==> config.mk <==
export PLATFORM = sky130hd
export DESIGN_NAME = if_fetch_stage
export DESIGN_NICKNAME = d
export VERILOG_FILES = /design/src/rtl/rv_pipe_pkg.sv /design/src/rtl/if_trace.sv /design/src/rtl/if_fetch_stage.sv
export SDC_FILE = /design/constraint.sdc
export NUM_CORES = 1
export LEC_CHECK = 0
export BUFFER_PORTS_ARGS = -buffer_cell sky130_fd_sc_hd__buf_2
export CORE_MARGIN = 2
export CORE_UTILIZATION = 45
export DETAILED_ROUTE_END_ITERATION = 16
export HOLD_SLACK_MARGIN = 0.08
export MAX_ROUTING_LAYER = met4
export PLACE_DENSITY = 0.8
export SKIP_CTS_REPAIR_TIMING = 1
export SLEW_MARGIN = 40
export SYNTH_ARGS = -nofsm -noshare
export SYNTH_HDL_FRONTEND = slang
export SYNTH_SLANG_ARGS = --single-unit
export TNS_END_PERCENT = 5
==> constraint.sdc <==
create_clock -name clk -period 2.54 [get_ports clk]
set_clock_uncertainty 0.15 [all_clocks]
set_input_delay 0.381 -clock clk [delete_from_list [all_inputs] [get_ports clk]]
set_output_delay 0.381 -clock clk [all_outputs]
set_load 0.05 [all_outputs]
==> src/rtl/rv_pipe_pkg.sv <==
// Shared pipeline definitions: NOP encoding, base-ISA major opcodes and the fetch FSM states.
package rv_pipe_pkg;

  localparam logic [31:0] NOP_INSTR = 32'h00000013;

  localparam logic [6:0] OPC_R      = 7'b0110011;
  localparam logic [6:0] OPC_I_ALU  = 7'b0010011;
  localparam logic [6:0] OPC_LOAD   = 7'b0000011;
  localparam logic [6:0] OPC_STORE  = 7'b0100011;
  localparam logic [6:0] OPC_BRANCH = 7'b1100011;

  typedef enum logic [1:0] {
    FETCH = 2'd0,
    HOLD  = 2'd1,
    DRAIN = 2'd2
  } fetch_state_e;

endpackage

==> src/rtl/if_trace.sv <==
// Fetch trace printer: classifies each loaded instruction and logs redirects.
// Only compiled when FETCH_TRACE_EN is defined.
`ifdef FETCH_TRACE_EN
module if_trace
  import rv_pipe_pkg::*;
#(
  parameter int unsigned PC_W = 8
) (
  input logic            clk,
  input logic            rst,
  input logic            load_en,
  input logic [PC_W-1:0] load_pc,
  input logic [31:0]     load_instr,
  input logic            redirect_valid,
  input logic [PC_W-1:0] redirect_target
);

  function automatic string op_class(input logic [6:0] opc);
    case (opc)
      OPC_R:      return "R";
      OPC_I_ALU:  return "I-ALU";
      OPC_LOAD:   return "load";
      OPC_STORE:  return "store";
      OPC_BRANCH: return "branch";
      default:    return "undefined";
    endcase
  endfunction

  always_ff @(posedge clk) begin
    if (!rst) begin
      if (load_en)
        $display("[%0t] fetch pc=%h instr=%h class=%s", $time, load_pc, load_instr,
                 op_class(load_instr[6:0]));
      if (redirect_valid)
        $display("[%0t] redirect target=%h", $time, redirect_target);
    end
  end

endmodule
`endif

==> src/rtl/if_fetch_stage.sv <==
// Instruction fetch stage: PC, one-outstanding imem requests, one-entry stall buffer, IF/ID register.
// Optional trace output enabled by defining FETCH_TRACE_EN.
module if_fetch_stage
  import rv_pipe_pkg::*;
#(
  parameter int unsigned     PC_W     = 8,
  parameter logic [PC_W-1:0] RESET_PC = '0
) (
  input  logic            clk,
  input  logic            rst,
  input  logic            stall,
  input  logic            redirect_valid,
  input  logic [PC_W-1:0] redirect_pc,
  output logic            imem_req,
  output logic [PC_W-1:0] imem_addr,
  input  logic            imem_ack,
  input  logic [31:0]     imem_rdata,
  output logic [31:0]     instruction_out,
  output logic [PC_W-1:0] pc_out,
  output logic            out_valid
);

  fetch_state_e    state_reg, state_next;
  logic [PC_W-1:0] fetch_pc_reg, fetch_pc_next;
  logic [PC_W-1:0] drain_pc_reg, drain_pc_next;
  logic [PC_W-1:0] buf_pc_reg, buf_pc_next;
  logic [31:0]     buf_data_reg, buf_data_next;
  logic [31:0]     instr_reg, instr_next;
  logic [PC_W-1:0] pc_out_reg, pc_out_next;
  logic            out_valid_reg, out_valid_next;
  logic            req_reg, req_next;

  logic            ack_fire;
  logic            load_en;
  logic [31:0]     load_instr;
  logic [PC_W-1:0] load_pc;
  logic [PC_W-1:0] redirect_target;
  logic [PC_W-1:0] pc_plus4;

  // An ack only counts while a request is actually outstanding.
  assign ack_fire        = req_reg & imem_ack;
  assign redirect_target = {redirect_pc[PC_W-1:2], 2'b00};
  assign pc_plus4        = fetch_pc_reg + PC_W'(4);

  always_comb begin
    load_en    = 1'b0;
    load_instr = imem_rdata;
    load_pc    = fetch_pc_reg;
    if (!redirect_valid && !stall) begin
      if (state_reg == FETCH && ack_fire) begin
        load_en = 1'b1;
      end else if (state_reg == HOLD) begin
        load_en    = 1'b1;
        load_instr = buf_data_reg;
        load_pc    = buf_pc_reg;
      end
    end
  end

  always_comb begin
    state_next     = state_reg;
    fetch_pc_next  = fetch_pc_reg;
    drain_pc_next  = drain_pc_reg;
    buf_data_next  = buf_data_reg;
    buf_pc_next    = buf_pc_reg;
    instr_next     = instr_reg;
    pc_out_next    = pc_out_reg;
    out_valid_next = out_valid_reg;

    if (!ack_fire && !stall) out_valid_next = 1'b0;
    if (load_en) begin
      instr_next     = load_instr;
      pc_out_next    = load_pc;
      out_valid_next = 1'b1;
    end

    if (redirect_valid) begin
      instr_next     = NOP_INSTR;
      out_valid_next = 1'b0;
      // A request still in flight must be drained before the target can be issued.
      if (req_reg && !imem_ack) begin
        drain_pc_next = redirect_target;
        state_next    = DRAIN;
      end else begin
        fetch_pc_next = redirect_target;
        state_next    = FETCH;
      end
    end else begin
      unique case (state_reg)
        FETCH: begin
          if (ack_fire) begin
            fetch_pc_next = pc_plus4;
            if (stall) begin
              buf_data_next = imem_rdata;
              buf_pc_next   = fetch_pc_reg;
              state_next    = HOLD;
            end
          end
        end
        HOLD: begin
          if (!stall) state_next = FETCH;
        end
        DRAIN: begin
          if (ack_fire) begin
            fetch_pc_next = drain_pc_reg;
            state_next    = FETCH;
          end
        end
        default: state_next = FETCH;
      endcase
    end

    req_next = (state_next != HOLD);
  end

  always_ff @(posedge clk) begin
    if (rst) begin
      state_reg     <= FETCH;
      fetch_pc_reg  <= RESET_PC;
      drain_pc_reg  <= RESET_PC;
      buf_data_reg  <= NOP_INSTR;
      buf_pc_reg    <= '0;
      instr_reg     <= NOP_INSTR;
      pc_out_reg    <= '0;
      out_valid_reg <= 1'b0;
      req_reg       <= 1'b0;
    end else begin
      state_reg     <= state_next;
      fetch_pc_reg  <= fetch_pc_next;
      drain_pc_reg  <= drain_pc_next;
      buf_data_reg  <= buf_data_next;
      buf_pc_reg    <= buf_pc_next;
      instr_reg     <= instr_next;
      pc_out_reg    <= pc_out_next;
      out_valid_reg <= out_valid_next;
      req_reg       <= req_next;
    end
  end

  // fetch_pc is left untouched during DRAIN, so it doubles as the held request address.
  assign imem_req        = req_reg;
  assign imem_addr       = fetch_pc_reg;
  assign instruction_out = instr_reg;
  assign pc_out          = pc_out_reg;
  assign out_valid       = out_valid_reg;

`ifdef FETCH_TRACE_EN
  if_trace #(.PC_W(PC_W)) u_trace (
    .clk             (clk),
    .rst             (rst),
    .load_en         (load_en),
    .load_pc         (load_pc),
    .load_instr      (load_instr),
    .redirect_valid  (redirect_valid),
    .redirect_target (redirect_target)
  );
`endif

endmodule

==> results.md <==
- Run status: completed
- Endpoints failing setup: 0
- Final antenna-violating net count: 0
- Total Power: 2.75 mW
- Row cnt: 33
- Hold Path Class: input port to flip-flop
- CTS Root Cell: clkbuf_8
- DR pass1 iterations: 4
- H-tree levels: 3
- CTS buffer count: 9
- R2R depth: 5
- Net count, final: 565
- Via density: 5.37
- Post-synth EDFFs: 0
- Max_cap viols: 0
- Distinct cells, synth: 34
- Met2 Use GR: 0.358
- Fillers: 758
- WP data required: 2610 ps
- Fmax: 511 MHz
- Clock Power Share: 0.334
- Final Hold Vio Count: 0
- Core Area: 0.00822 mm2
- Max-slew violation count: 0
- Final WL: 9.44 mm
- Slew Limit Headroom: 0.619
- Port Buffers: 88
- Die Span Y: 96.0 um
- Async SR Flop Fraction: 0
- Initial DRC count: 96
- CP Class: flip-flop to flip-flop
- Crit-path max FO: 37
- Total GRT Usage: 0.210
- DRC viols: 0
- #FFs+latches synth: 92
- Sw Pwr: 0.784 mW
- Endpoint class of the critical path: flip-flop
- Sw Ratio: 0.285
- CP arrival: 2030 ps
- Sequential fraction of the synthesis area: 0.484
- Hold slack: 100 ps
- Startpoint types: flip-flop
- IO Pins: 95
- Worst path depth: 5
- Pint: 1.97 mW
- CTS tree: done
- Vias: 3379
- Min Clock Period, post-route: 1960 ps
- Vias in the first global route: 3139
- Worst path max stage delay: 480 ps
- Detailed placement HPWL: 6.06 mm
- Sink Count: 92
- Bufs and invs on worst path: 1
- Hold Path Stages: 3
- Peak VDD IR: 288 uV
- PD cells: 617 mW/mm2
- Wire per inst: 15.0 um
- Gr ovfl total: 0
- Clock slew at the register clock pins of the worst setup and hold paths: 100 ps
- Synth Flop Type: dfxtp_1
- Clk_lat worst skew: 350 ps
- Cell Area, Synth: 0.00381 mm2
- Area grow syn2layout: 17.2%
- Yosys warning count: 0
- Final setup TNS: 0 ps
- Gp weighted congestion: 0.861
- Initial Utilization: 0.463
- Die area: 0.00921 mm2
- Met1 track utilization from global routing: 0.253
- Initial antenna violation count: 0
- Crit-path cells: nand2b_1 -> nor3_2 -> buf_12 -> mux2i_1 -> a211oi_1
- Largest net degree at the start of global routing: 51
- Layout cell share with drive strength beyond 1: 0.229
- M3 GR Usage: 0.0305
- Measured slew at the worst slew-check pin: 571 ps
- Sequential power share: 0.550
- Period utilization: 0.770
- Width of the die: 96.0 um
- Antenna cell count: 0
- CP max stage cell: dfxtp_1
- Leak Pwr: 1.72 nW
- Max clock buf depth: 2
- First-pass GRT wire length: 14.7 mm
- Cells after synthesis: 447
- Crit-path leading delay family: simple AND/OR/NAND/NOR gates
- Comb pwr share: 0.116
- RSZ-0062 raised after global routing: no
- Syn avg cell area: 8.51 um2
- Layer with the highest usage: met2
==> cell usage after synthesis (all sizes together) (2+ instances only) <==
cell / instances / area share
dfxtp: 92 / 0.48
a31oi: 3 / 0.0049
o221ai: 6 / 0.014
o21ai: 31 / 0.041
or3: 3 / 0.0049
nor3: 7 / 0.0092
a211oi: 10 / 0.020
mux2i: 35 / 0.092
clkbuf: 22 / 0.022
nand2b: 7 / 0.012
a21oi: 75 / 0.099
nor2: 11 / 0.011
nand2: 95 / 0.094
nand3: 12 / 0.016
buf: 18 / 0.035
inv: 3 / 0.0030
xor2: 2 / 0.0046
o21bai: 2 / 0.0039
==> per-stage QoR <==
step / area, um2 / setup WS (ps) / util / cells
after floorplan: 3820 / 563 / - / 450
after global routing: 4460 / 452 / 0.543 / 629
after CTS: 4460 / 529 / 0.543 / 629
after detailed placement: 4280 / 463 / 0.520 / 613
after global placement: 4280 / 506 / 0.520 / 613
final: 4460 / 584 / 0.543 / 629
==> metal layers <==
metal	routed length, um	part of all wire	up-vias
met5	0	0	-
met3	398	0.042	8
met4	113	0.012	0
met1	4190	0.44	1603
li1	-	-	1683
met2	4740	0.50	85
==> placed cells by master, fill, tap and decap left out, types with 2 or more instances in the layout <==
cell type   count
nand2_1        95
dfxtp_1        92
buf_2          88
a21oi_1        75
mux2i_1        35
o21ai_0        31
nand3_1        12
nor2_1         10
a211oi_1       10
clkbuf_8       10
buf_4           9
nand2b_1        7
o221ai_1        6
nor3_1          5
conb_1          4
inv_1           3
a31oi_1         3
or3_1           3
nor3_2          2
xor2_1          2
o21bai_1        2
clkinvlp_4      2
inv_6           2
==> power by group through the flow <==
stage	Combinational [mW]	Clock, mW	Sequential, mW
global route	0.345	0.998	1.52
global placement	0.312	0	1.54
CTS	0.321	0.931	1.51
detailed placement	0.319	0	1.54
floorplan	0.159	0	1.60
finish	0.320	0.918	1.51
==> worst reg2reg max path, cell delays in order (launching register included) <==
cell      delay, ps
dfxtp_1         480
nand2b_1        280
nor3_2          250
buf_12          290
mux2i_1         280
a211oi_1        100
==> cells by family (layout without fill, tap and decap cells) <==
group,Yosys count,after routing,synth area share
AND/OR/NAND/NOR,140,140,0.159
AO/OA/AOI/OAI,131,131,0.191
flip-flops,92,92,0.484
buffers and inverters,43,117,0.0592
multiplexers,36,36,0.0950
XOR/XNOR,3,3,0.00690
adder cells (fa/ha/maj),1,1,0.00329
other,1,4,0.000985
==> final timing paths <==
path                    endpoint  slack (ps)                start
max                    pc_out[3]         580         state_reg[0]
min              buf_data_reg[4]         100        imem_rdata[4]
max reg2reg            pc_out[3]         580         state_reg[0]
min reg2reg  instruction_out[10]         310  instruction_out[10]
==> area by class of cell <==
type	instances	area, um2	area share
Clock buffer	10	138	0.0309
Clock inverter	6	46.3	0.0104
Inverter	3	11.3	0.00253
Multi-Input combinational cell	315	1760	0.395
Sequential cell	92	1840	0.413
Tap cell	105	131	0.0295
Timing Repair Buffer	98	528	0.118
(Power assumes the default switching activity.)
